--- config.mk ---
export PLATFORM = sky130hd
export DESIGN_NAME = sync_fifo_ctrl
export DESIGN_NICKNAME = d
export VERILOG_FILES = /design/src/rtl/fifo_pkg.sv /design/src/rtl/sync_fifo_ram.sv /design/src/rtl/sync_fifo_ctrl.sv
export SDC_FILE = /design/constraint.sdc
export NUM_CORES = 1
export LEC_CHECK = 0
export CORE_UTILIZATION = 30
export CTS_CLUSTER_DIAMETER = 150
export DETAILED_ROUTE_END_ITERATION = 12
export DONT_BUFFER_PORTS = 1
export HOLD_SLACK_MARGIN = 0.02
export PLACE_DENSITY = 0.55
export SLEW_MARGIN = 20
export SYNTH_ARGS = -nofsm -noshare
export SYNTH_HDL_FRONTEND = slang
export SYNTH_SLANG_ARGS = --single-unit
--- constraint.sdc ---
create_clock -name aclk -period 2.7 [get_ports aclk]
set_input_delay 0.675 -clock aclk [delete_from_list [all_inputs] [get_ports aclk]]
set_output_delay 0.675 -clock aclk [all_outputs]
set_load 0.1 [all_outputs]
--- src/rtl/fifo_pkg.sv ---
// Shared sizing helpers for the synchronous FIFO controller and its storage array.
// Pointer types are declared per instance so each FIFO can pick its own address width.
package fifo_pkg;

    localparam int unsigned FIFO_ADDR_WIDTH_DEFAULT = 32'd4;
    localparam int unsigned FIFO_DATA_WIDTH_DEFAULT = 32'd16;

    function automatic int unsigned fifo_depth(input int unsigned addr_width);
        return 32'd1 << addr_width;
    endfunction

    // One extra bit beyond the RAM address distinguishes full from empty.
    function automatic int unsigned fifo_ptr_width(input int unsigned addr_width);
        return addr_width + 32'd1;
    endfunction

endpackage

--- src/rtl/sync_fifo_ram.sv ---
// Storage array for the FIFO: synchronous write port, combinational read port.
// Contents are never reset; the controller relies only on its pointers.
module sync_fifo_ram
    import fifo_pkg::*;
#(
    parameter int unsigned ADDR_WIDTH = FIFO_ADDR_WIDTH_DEFAULT,
    parameter int unsigned DATA_WIDTH = FIFO_DATA_WIDTH_DEFAULT
) (
    input  logic                  aclk,
    input  logic                  aresetn,
    input  logic                  wr_en,
    input  logic [ADDR_WIDTH-1:0] addr_in,
    input  logic [DATA_WIDTH-1:0] data_in,
    input  logic [ADDR_WIDTH-1:0] addr_out,
    output logic [DATA_WIDTH-1:0] data_out
);

    localparam int unsigned DEPTH = fifo_depth(ADDR_WIDTH);

    logic [DATA_WIDTH-1:0] mem_r [0:DEPTH-1];

    // Write port; writes are blocked while the controller is held in reset.
    always_ff @(posedge aclk) begin
        if (aresetn && wr_en) begin
            mem_r[addr_in] <= data_in;
        end
    end

    assign data_out = mem_r[addr_out];

endmodule

--- src/rtl/sync_fifo_ctrl.sv ---
// First-word-fall-through FIFO controller for the Chien-search datapath.
// All status outputs decode from the two registered wrap-bit pointers only.
module sync_fifo_ctrl
    import fifo_pkg::*;
#(
    parameter int unsigned ADDR_WIDTH   = FIFO_ADDR_WIDTH_DEFAULT,
    parameter int unsigned DATA_WIDTH   = FIFO_DATA_WIDTH_DEFAULT,
    parameter int unsigned AFULL_THRESH = fifo_depth(ADDR_WIDTH) - 32'd2
) (
    input  logic                  aclk,
    input  logic                  aresetn,
    input  logic                  flush,
    input  logic                  s_valid,
    output logic                  s_ready,
    input  logic [DATA_WIDTH-1:0] s_data,
    output logic                  m_valid,
    input  logic                  m_ready,
    output logic [DATA_WIDTH-1:0] m_data,
    output logic [ADDR_WIDTH:0]   count,
    output logic                  full,
    output logic                  empty,
    output logic                  afull
);

    localparam int unsigned PTR_W = fifo_ptr_width(ADDR_WIDTH);

    typedef logic [PTR_W-1:0] fifo_ptr_t;

    localparam fifo_ptr_t PTR_ONE  = fifo_ptr_t'(32'd1);
    localparam fifo_ptr_t THRESH_P = fifo_ptr_t'(AFULL_THRESH);

    fifo_ptr_t wr_ptr_r;
    fifo_ptr_t rd_ptr_r;
    fifo_ptr_t count_s;
    logic      full_s;
    logic      empty_s;
    logic      afull_s;
    logic      push_s;
    logic      pop_s;
    logic      wr_en_s;

    assign empty_s = (wr_ptr_r == rd_ptr_r);
    assign full_s  = (wr_ptr_r[ADDR_WIDTH] != rd_ptr_r[ADDR_WIDTH]) &&
                     (wr_ptr_r[ADDR_WIDTH-1:0] == rd_ptr_r[ADDR_WIDTH-1:0]);
    assign count_s = wr_ptr_r - rd_ptr_r;
    assign afull_s = (count_s >= THRESH_P);

    assign push_s  = s_valid & ~full_s;
    assign pop_s   = m_ready & ~empty_s;
    // A push dropped by flush must not disturb the stored words either.
    assign wr_en_s = push_s & ~flush;

    // Pointer registers: reset beats flush, flush beats both handshakes.
    always_ff @(posedge aclk) begin
        if (!aresetn) begin
            wr_ptr_r <= '0;
            rd_ptr_r <= '0;
        end else if (flush) begin
            wr_ptr_r <= '0;
            rd_ptr_r <= '0;
        end else begin
            if (push_s) begin
                wr_ptr_r <= wr_ptr_r + PTR_ONE;
            end
            if (pop_s) begin
                rd_ptr_r <= rd_ptr_r + PTR_ONE;
            end
        end
    end

    sync_fifo_ram #(
        .ADDR_WIDTH (ADDR_WIDTH),
        .DATA_WIDTH (DATA_WIDTH)
    ) u_ram (
        .aclk     (aclk),
        .aresetn  (aresetn),
        .wr_en    (wr_en_s),
        .addr_in  (wr_ptr_r[ADDR_WIDTH-1:0]),
        .data_in  (s_data),
        .addr_out (rd_ptr_r[ADDR_WIDTH-1:0]),
        .data_out (m_data)
    );

    assign s_ready = ~full_s;
    assign m_valid = ~empty_s;
    assign count   = count_s;
    assign full    = full_s;
    assign empty   = empty_s;
    assign afull   = afull_s;

endmodule

==> flow_summary.yaml <==
cts:
  clock_latency_ns: 0.54
  cts.hold.buffers_added: 0
  root_buffer: "clkbuf_16"
  cts.sinks: 270
  clock_path_buffers: 3
  clk_pin_slew_ns: 0.06
  cts_tree: "done"
  h-tree-depth: 1
  cts_buffers: 29
route:
  drtAntennaViolNets: 0
  vias: 5212
  wl_per_cell_um: 21.7
  drt_iter0_markers: 411
  route.detailed.drc: 0
  vias_per_cell: 4.84
  drtPass1Iterations: 6
  drt-total-wl_um: 23400
worst_setup_path:
  worstSetupStartpointType: "flop"
  cp_max_fo: 2
  worstSetupPathType: "flop to primary output"
  cpMostUsedCell: "inv_2"
  slowest_stage: "fa_2"
  worst-path-buf-inv: 3
  endpoint_kind: "primary output"
  max_stage_delay_ns: 0.34
  cp.depth: 9
  arrival_ns: 2.32
  reg2reg_to: "u_ram.mem_r[12][10]"
  crit_family: "compound AO/OA/AOI/OAI gates"
  cp.required_ns: 2.03
  r2r_start: "wr_ptr_r[3]"
  ff2ff_path_depth: 6
  rrSetupSlack_ns: 0.40
  crit_start: "wr_ptr_r[0]"
  crit_path_end: "afull"
  cp_cell_sequence: "inv_2 -> ha_4 -> inv_2 -> fa_2 -> a21o_1 -> a21oi_4 -> xnor2_4 -> a41o_4 -> buf_12"
global_route:
  grt_util_all_layers: 0.134
  grt_first_pass_wirelength_um: 35600
  grt_pass1_vias: 5687
  antenna_found_initial: 0
  grt_overflow: 0
  grt_start_max_net_pins: 41
floorplanning:
  rows: 68
  die-area_um2: 35600
  die_y_um: 189
  io_pins: 47
  design.core.area_um2: 34500
  start_util: 0.304
  die_w_um: 189
worst_hold_path:
  min_path_cells: 0
  min_path_type: "primary input to flop"
  hold_start: "s_data[12]"
finish:
  antenna_cells: 0
  final_util: 0.395
  final_common_cell: "edfxtp_1"
  drive_gt1_frac: 0.466
  final_cell_mix: "edfxtp_1, mux4_2, buf_12, a22oi_2, clkbuf_16"
  syn2layout_area_growth_pct: 30.0
  layout.nets: 631
timing:
  fin_ws_ns: -0.293
  fin_skew_ns: 0.0275
  timing.fmax_mhz: 334
  maxSlewViolCount: 0
  finalHoldViolCount: 0
  fin_crit_ns: 2.99
  setup_viol: 20
  rsz0062_at_grt: "yes"
  relSlewSlack: 0.707
  hold_slack_ns: 0.220
  period_share: 1.11
  tightest_slew_ns: 0.438
status:
  violations: "negative setup slack"
  status: "finished with violations"
synth:
  async_reset_ff_frac: 0
  synth-edff-count: 256
  ys_types: 36
  syn_area_um2: 10500
  syn-num-nets: 535
  netlist_instances: 504
  synth_flop_cell: "edfxtp_1"
  ys_warn_count: 0
  synth_area_per_cell_um2: 20.8
  ys_ff_latch: 270
  synth-seq-area-share: 0.762
place:
  port-buffer-count: 0
  dp_hpwl_um: 12700
  gp_congestion: 0.786
job:
  max_cap_viol_count: 0
pwr:
  power.density_nw_per_um2: 635
  p_leak_uw: 0.00422
  max-vdd-ir-drop_uv: 413
[state kept, by name, indices dropped and copies added, names as in the netlist, named ones only]
register / flops
rd_ptr_r: 5
u_ram.mem_r: 256
wr_ptr_r: 5
[layout make-up]
type / instances / area [um2]
Inverter: 9 / 43.8
Timing Repair Buffer: 88 / 1420
Clock buffer: 29 / 726
Multi-Input combinational cell: 202 / 2690
Fill cell: 3033 / 20900
Tap cell: 455 / 569
Sequential cell: 270 / 7980
Clock inverter: 24 / 160
[worst register-to-register path, stage by stage, from the launching register on]
cell and delay, ns:
dfxtp_1 0.50, ha_4 0.28, and4_4 0.20, a21oi_1 0.31, nand3_1 0.27, nor2_2 0.22
buf_12 0.22
[routing by layer]
layer  track usage  up-vias  wire length [um]
met4        0.0350        0               412
met5             0        -                 0
li1              -     2276                 -
met2         0.226      146             11700
met3        0.0244       31              1480
met1         0.179     2759              9830
[worst min-delay path by stage]
stage                          endpoint  slack [ns]
global placement            rd_ptr_r[3]        0.53
floorplan                          flop        0.48
finish              u_ram.mem_r[12][12]        0.22
CTS                 u_ram.mem_r[10][12]        0.19
detailed placement          rd_ptr_r[3]        0.54
global route        u_ram.mem_r[12][12]        0.19
[power by group]
group / switching (uW) / internal (uW)
logic: 213 / 160
registers: 4.85 / 4590
clock network: 1600 / 2060
[through the flow]
step                power, uW  worst slack [ns]  setup TNS (ns)  area [um2]  std cells
finish                   8630            -0.293           -4.51       13600       1077
global route             8880            -0.353           -6.08       13600       1077
CTS                      8710            -0.383           -5.73       13600       1074
detailed placement       5000            0.0881               0       12000        993
global placement         5000             0.107               0       12000        993
floorplan                4900            -0.134          -0.395       10500        504
[cell families (layout without fill, tap and decap cells)]
group / count (synthesis) / count (layout) / share of synthesized area
DFF: 270 / 270 / 0.762
muxes: 66 / 66 / 0.140
adders and majority gates: 10 / 10 / 0.0127
buffers and inverters: 32 / 150 / 0.0153
AOI/OAI and AO/OA: 47 / 47 / 0.0322
and+or+nand+nor: 68 / 68 / 0.0285
xor gates and xnor gates: 11 / 11 / 0.00993
[cell usage after synthesis, types with 2 or more instances]
cell type | instances | area, um2
edfxtp_1 | 256 | 7690
mux4_2 | 64 | 1440
a22oi_1 | 32 | 240
nor2_1 | 28 | 105
nand2_1 | 24 | 90.1
dfxtp_1 | 14 | 280
clkbuf_1 | 9 | 33.8
ha_1 | 9 | 113
inv_1 | 9 | 33.8
xnor2_1 | 7 | 61.3
a21oi_1 | 5 | 25.0
buf_1 | 5 | 18.8
buf_4 | 4 | 30.0
buf_6 | 3 | 33.8
nor2b_1 | 3 | 18.8
o21ai_0 | 3 | 15.0
xor2_1 | 3 | 26.3
and2_1 | 2 | 12.5
mux2i_1 | 2 | 20.0
nand3_1 | 2 | 10.0
nand3b_1 | 2 | 15.0
nand4_1 | 2 | 12.5
o211ai_1 | 2 | 15.0
or3_1 | 2 | 12.5
[timing repair]
item                                   CTS  global route
gates cloned                             8             0
gates resized for setup                 79            16
pin swaps                               38            18
setup endpoints to repair               25            21
endpoints found under the hold margin    0             0
setup buffers                           20             6
No activity file was read; power rests on OpenSTA's default activity.
